$ cat config.mk
export PLATFORM = sky130hd
export DESIGN_NAME = filter_decide
export DESIGN_NICKNAME = d
export VERILOG_FILES = /design/src/rtl/filter_decide.sv
export SDC_FILE = /design/constraint.sdc
export NUM_CORES = 1
export LEC_CHECK = 0
export CAP_MARGIN = 20
export CORE_AREA = 5 5 201 203
export CTS_CLUSTER_DIAMETER = 100
export CTS_CLUSTER_SIZE = 16
export DETAILED_ROUTE_END_ITERATION = 8
export DIE_AREA = 0 0 206 208
export GPL_TIMING_DRIVEN = 0
export SYNTH_ARGS = -nofsm -noshare
export SYNTH_HDL_FRONTEND = slang
export SYNTH_SLANG_ARGS = --single-unit
$ cat constraint.sdc
create_clock -name axi_aclk -period 3.3 [get_ports axi_aclk]
set_input_delay 0.66 -clock axi_aclk [delete_from_list [all_inputs] [get_ports axi_aclk]]
set_output_delay 0.66 -clock axi_aclk [all_outputs]
set_load 0.05 [all_outputs]
$ cat src/rtl/filter_decide.sv
// Purpose : per-packet forward/drop verdict for an observed AXI-Stream tap (IPv4 source-address drop rule).
// Latency : verdict offered on result_wr_en the cycle after the accepted first beat.
// Backpres: one-entry verdict holder; tap_stall = pending | result_nearly_full; a first beat arriving when the holder cannot drain sets sticky overflow.
module filter_decide #(
    parameter int C_S_AXIS_DATA_WIDTH  = 256,
    parameter int C_S_AXIS_TUSER_WIDTH = 128
) (
    input  logic                              axi_aclk,
    input  logic                              reset,
    input  logic [C_S_AXIS_DATA_WIDTH-1:0]    tap_tdata,
    input  logic [C_S_AXIS_DATA_WIDTH/8-1:0]  tap_tstrb,
    input  logic [C_S_AXIS_TUSER_WIDTH-1:0]   tap_tuser,
    input  logic                              tap_tvalid,
    input  logic                              tap_tready,
    input  logic                              tap_tlast,
    output logic                              tap_stall,
    input  logic                              filter_en,
    input  logic [31:0]                       filter_src_addr,
    output logic                              result_wr_en,
    output logic                              result_din,
    input  logic                              result_nearly_full,
    output logic [31:0]                       pass_count,
    output logic [31:0]                       drop_count,
    output logic                              overflow
);

    typedef enum logic {HEAD = 1'b0, BODY = 1'b1} pkt_state_e;

    pkt_state_e  state_q, state_d;
    logic        pending_q, pending_d;
    logic        verdict_q, verdict_d;
    logic        overflow_q, overflow_d;
    logic [31:0] pass_q, drop_q;

    logic        beat_acc;
    logic        first_acc;
    logic [15:0] ethertype;
    logic [31:0] ip_src;
    logic        new_verdict;

    // Header fields sit at fixed byte offsets of the first beat (byte i at bits [8i+7:8i]).
    assign ethertype = {tap_tdata[12*8 +: 8], tap_tdata[13*8 +: 8]};
    assign ip_src    = {tap_tdata[26*8 +: 8], tap_tdata[27*8 +: 8],
                        tap_tdata[28*8 +: 8], tap_tdata[29*8 +: 8]};

    assign beat_acc  = tap_tvalid & tap_tready;
    assign first_acc = beat_acc & (state_q == HEAD);

    // Drop only a complete IPv4 header whose source matches; a runt first beat always forwards.
    assign new_verdict = ~(filter_en & (&tap_tstrb[29:0]) &
                           (ethertype == 16'h0800) & (ip_src == filter_src_addr));

    // Holder drains whenever the FIFO has room; gated by reset so nothing is written while resetting.
    assign result_wr_en = pending_q & ~result_nearly_full & ~reset;
    assign result_din   = verdict_q;
    assign tap_stall    = (pending_q & ~reset) | result_nearly_full;

    assign pass_count = pass_q;
    assign drop_count = drop_q;
    assign overflow   = overflow_q;

    // Next-state: packet framing FSM plus verdict holder / overflow bookkeeping.
    always_comb begin
        state_d    = state_q;
        pending_d  = pending_q;
        verdict_d  = verdict_q;
        overflow_d = overflow_q;

        case (state_q)
            HEAD:    if (beat_acc && !tap_tlast) state_d = BODY;
            BODY:    if (beat_acc &&  tap_tlast) state_d = HEAD;
            default: state_d = HEAD;
        endcase

        if (result_wr_en) begin
            pending_d = 1'b0;
        end

        if (first_acc) begin
            if (pending_q && !result_wr_en) begin
                // Holder still occupied: keep the older verdict, lose the new one.
                overflow_d = 1'b1;
            end else begin
                verdict_d = new_verdict;
                pending_d = 1'b1;
            end
        end
    end

    // State registers with synchronous reset.
    always_ff @(posedge axi_aclk) begin
        if (reset) begin
            state_q    <= HEAD;
            pending_q  <= 1'b0;
            verdict_q  <= 1'b1;
            overflow_q <= 1'b0;
        end else begin
            state_q    <= state_d;
            pending_q  <= pending_d;
            verdict_q  <= verdict_d;
            overflow_q <= overflow_d;
        end
    end

    // Verdict counters, free-running with natural 32-bit wrap.
    always_ff @(posedge axi_aclk) begin
        if (reset) begin
            pass_q <= 32'd0;
            drop_q <= 32'd0;
        end else if (result_wr_en) begin
            if (result_din) pass_q <= pass_q + 32'd1;
            else            drop_q <= drop_q + 32'd1;
        end
    end

endmodule

-- After elaboration in Yosys (flattened, before gate mapping)
Cells that the tools add are included.
- output and inout bits: 68
- flip-flop bits (word level): 68
- bits of input ports: 455
- word-level logic and storage cells: 41
- reduce and logical (&&, ||, !) cells: 10
- equal/unequal tests: 2
- add/subtract/negate cells: 2
- muxes and demuxes: 6
- bitwise operators: 15
- operators by type and width (operator ; count):
    $add A32 B1 Y32 const B ; 2
    $eq A32 B32 Y1 ; 1
    $reduce_and A30 Y1 ; 1
    $eq A16 B12 Y1 const B ; 1
    $and A1 B1 Y1 ; 8
    $reduce_and A2 Y1 ; 4
    $not A1 Y1 ; 6
    $mux W1 ; 5
    $logic_and A1 B1 Y1 ; 3
    $logic_not A1 Y1 ; 2
    $pmux W1 S2 ; 1
    $or A1 B1 Y1 ; 1

-- Logic depth before layout (Yosys ltp)
- depth after elaboration: 7
- mapped depth: 8
- gate-level depth less buffers: 6

-- Worst setup path before layout
OpenSTA, ideal clock, no wires.
- path type: input -> register
- start point: in reset
- end point: reg pass_q[18], in the netlist pass_count[18]
- buffers on the path: 2
- stages on the path: 7
- path slack: 1.031 ns
- data arrival time: 2.199 ns
- required time: 3.230 ns
- library setup time: 0.070 ns
- cells stage by stage: buf_6 nand4bb_1 buf_2 nor4_4 nand2_2 or4_1 a21oi_1
- longest elaborated chain between the ends: 3
- ends and longest elaborated chain (element ; RTL line ; RTL):
    start, declared ; 9 ; input logic reset,
    $not A1 Y1 ; 54 ; assign result_wr_en = pending_q & ~result_nearly_full & ~reset;
    $and A1 B1 Y1 ; 54 ;
    $reduce_and A2 Y1 (no source line) ; -- ;
    end signal, assigned ; 111 ; if (result_din) pass_q <= pass_q + 32'd1;
    end, declared ; 33 ; logic [31:0] pass_q, drop_q;
Several ways; a longest one is shown, not always the timed one.
A chain may end at the register's enable or synchronous reset.

-- Worst setup path in the final report
- start point: in reset
- end point: reg pass_q[27], in the netlist pass_count[27]
Same word-level chain as after synthesis.

==> results.md <==
* Status: completed
* #FFs+latches synth at roughly 70
* Overflow after GRT at 0
* Yosys top cell area share at 0.394
* Multi-input gate area at ~2000 sq um
* Final setup TNS at 0 ns
* EDFF count, synth at 0
* H-tree levels at 3
* Min-Delay Path Class: flop to flop
* Slew Viols, Final at 0
* Hold_buf cts at 0
* Final hold vios at 0
* Vias in the first global route at approximately 3600
* Largest area contributor in the netlist: dfxtp_1
* Critical-path maximum fanout at 10
* Netlist Area Pre-Place at about 3500 sq um
* Row Count at 72
* Crit path kind: input pin to flop
* Drt drc at 0
* Mapped Cells at 402
* Die Wd at 206 um
* Io pins at 523
* Post-synth ARST share at 0
* Deepest clock path buffer count at 2
* DR vias/cell at 3.20
* Fin area at between 6000 and 7000 sq um
* Static Leak at around 0.0020 uW
* Port buffer count at roughly 180
* Core Area at about 38000 sq um
* Starting density of the core at 0.0901
* CTS resizes at 0
* Detailed Route WL at ~13000 um
* Combinational share of power at 0.110
* Vias at about 3600
* Tcrit/Tclk final at 0.791
* Post-route ant nets at 0
* RSZ-0062 raised after global routing: false
* Synth Flop Type: dfxtp_1
* Worst-path clk slew at about 0.070 ns
* CP startpoint kind: input pin
* First-pass GRT wire length at between 20000 and 25000 um
* Sw Pwr at around 470 uW
* Antenna Diode Count at 0
* Clock sink total at 68
* CTS tree: yes
* Final Setup Violations at 0
* Fin crit period at 2.61 ns
* Fmax at ~380 MHz
* All-Layer GR Usage at 0.0617
* Fin util at 0.163
* Flop pwr share at 0.391
* Synth Area per Inst at ~8.6 sq um
* Final nets at around 1100
* Synth warn at 0
* Setup Skew at approximately 0.012 ns
* Total die area at 42800 sq um
* Routed length per instance at roughly 12 um
* Postcts setup bufs at 0
* Placer Congestion at ~0.75
* Peak supply drop at ~0.17 mV
* Worst skew pair latency at approximately 0.33 ns
* Int Pwr at ~1600 uW
* Die Ht at approximately 210 um
* Root Buffer: clkbuf_16
* Yosys cell types at 37
* Least-Margin Pin Slew at 0.897 ns
* Fillers at approximately 4300
* Top cells by area, synth: dfxtp_1 (39%), xor2_1 (13%), xnor2_1 (9.4%)
* WHS at between 0.4 and 0.5 ns
* Register area at roughly 1400 sq um
* Post-DP HPWL at ~11000 um
* Max-Cap Viols at 0
* DP Area at ~5900 sq um
* Num CTS Buffers at 9
* Register area share after synthesis at 0.394
* Crit path DAT at approximately 2.8 ns
* Mapped Nets at 859
* DRT Pass-1 Iters at 5
* Layout cells sized above 1 at 0.0483
* Sw Ratio at 0.222
* PD cells at around 340 nW/um^2
* Relative slew margins at 0.396
* WP data required at approximately 3.5 ns
* Pin count of the biggest net entering global routing at 13
* Area growth from synthesis to layout at 80.8%
* Initial antenna violation count at 0
* DRT iter0 DRCs at 84
* Pwr Total at around 2100 uW
* CP endpoint kind: flop
* Clk network pwr share at 0.499
[cells in the final DEF (no fill, tap or decap), drive strengths merged]
cell type,Yosys,final
bufinv,0,2
clkinvlp,0,2
nand4bb,1,1
ha,2,2
clkdlybuf4s50,0,182
nor2,69,69
nor3b,1,1
o21ai,4,4
nand3,23,23
or3,3,3
nand2,22,22
and4b,1,1
clkbuf,9,19
a21oi,8,8
or4b,1,1
and3,10,10
nand2b,2,2
dfxtp,68,68
a31oi,2,2
a311oi,1,1
or2,2,2
nor3,9,9
and2,2,2
buf,8,8
clkinv,0,2
nor4bb,1,1
nand4,43,43
and4,4,4
o31ai,1,1
xnor2,37,37
nor4b,1,1
or4,5,5
xor2,53,53
inv,3,3
nor4,6,6
[per-layer routing]
metal  GRT usage  wire length (um)
met3      0.0246              1030
met2       0.104              6520
met5           0                 0
met4      0.0165               185
met1      0.0725              5660
[worst max-delay path: stages]
cell	delay, ns
buf_6	0.14
nand4bb_1	0.24
buf_2	0.22
nor4_1	0.78
buf_2	0.38
nand4_1	0.14
xor2_1	0.18
nor2_1	0.05
[power groups by stage]
stage / logic, uW / registers (uW) / clock network (uW)
after floorplan: 63.4 / 844 / 0
after global placement: 236 / 843 / 0
after detailed placement: 238 / 843 / 0
after CTS: 238 / 824 / 1110
after global routing: 249 / 824 / 1150
final: 231 / 825 / 1050
[cell usage after synthesis (2+ instances only)]
library cell	n
nand4_1	43
dfxtp_1	68
or3_1	3
nand3_1	23
and3_1	10
o21ai_0	4
and4_1	4
nand2b_1	2
clkbuf_1	9
ha_1	2
and2_1	2
buf_6	2
a21oi_1	8
nand2_1	21
nor4_1	4
xnor2_1	37
nor3_2	2
inv_1	3
or2_2	2
nor3_1	7
nor2_1	69
xor2_1	53
a31oi_1	2
or4_1	5
buf_2	5
[state kept, by name (all words and copies together) (netlist names), named ones only]
name        cells
result_din      1
pass_count     32
overflow        1
pending_q       1
drop_count     32
[final cells by class]
type                            instances  area share
Buffer                                 17      0.0136
Clock buffer                           10      0.0367
Clock inverter                          6      0.0142
Inverter                                3     0.00181
Multi-Input combinational cell        314       0.319
Sequential cell                        68       0.218
Tap cell                              518       0.104
Timing Repair Buffer                  182       0.292
[cell families (layout without fill, tap and decap cells)]
kind of cell	after synthesis	in the layout	synth area share
buf+inv	20	218	0.0279
compound gates	16	16	0.0257
simple gates	206	206	0.316
flops	68	68	0.394
xor+xnor	90	90	0.228
fa+ha+maj	2	2	0.00725
[worst paths after layout]
path / from / endpoint / slack [ns] / cells after the start
max: reset / pass_count[27] / 0.69 / 8
max reg2reg: result_din / pass_count[27] / 0.81 / 7
min reg2reg: overflow / overflow / 0.48 / 2
min: overflow / overflow / 0.48 / 2
[metrics by stage]
stage | setup WS (ns) | instances
4_1_cts | 0.464 | 1118
3_5_place_dp | 0.110 | 1102
5_1_grt | 0.376 | 1118
6_report | 0.691 | 1118
2_1_floorplan | 1.03 | 402
3_3_place_gp | 0.144 | 1102
(Power assumes the default switching activity.)
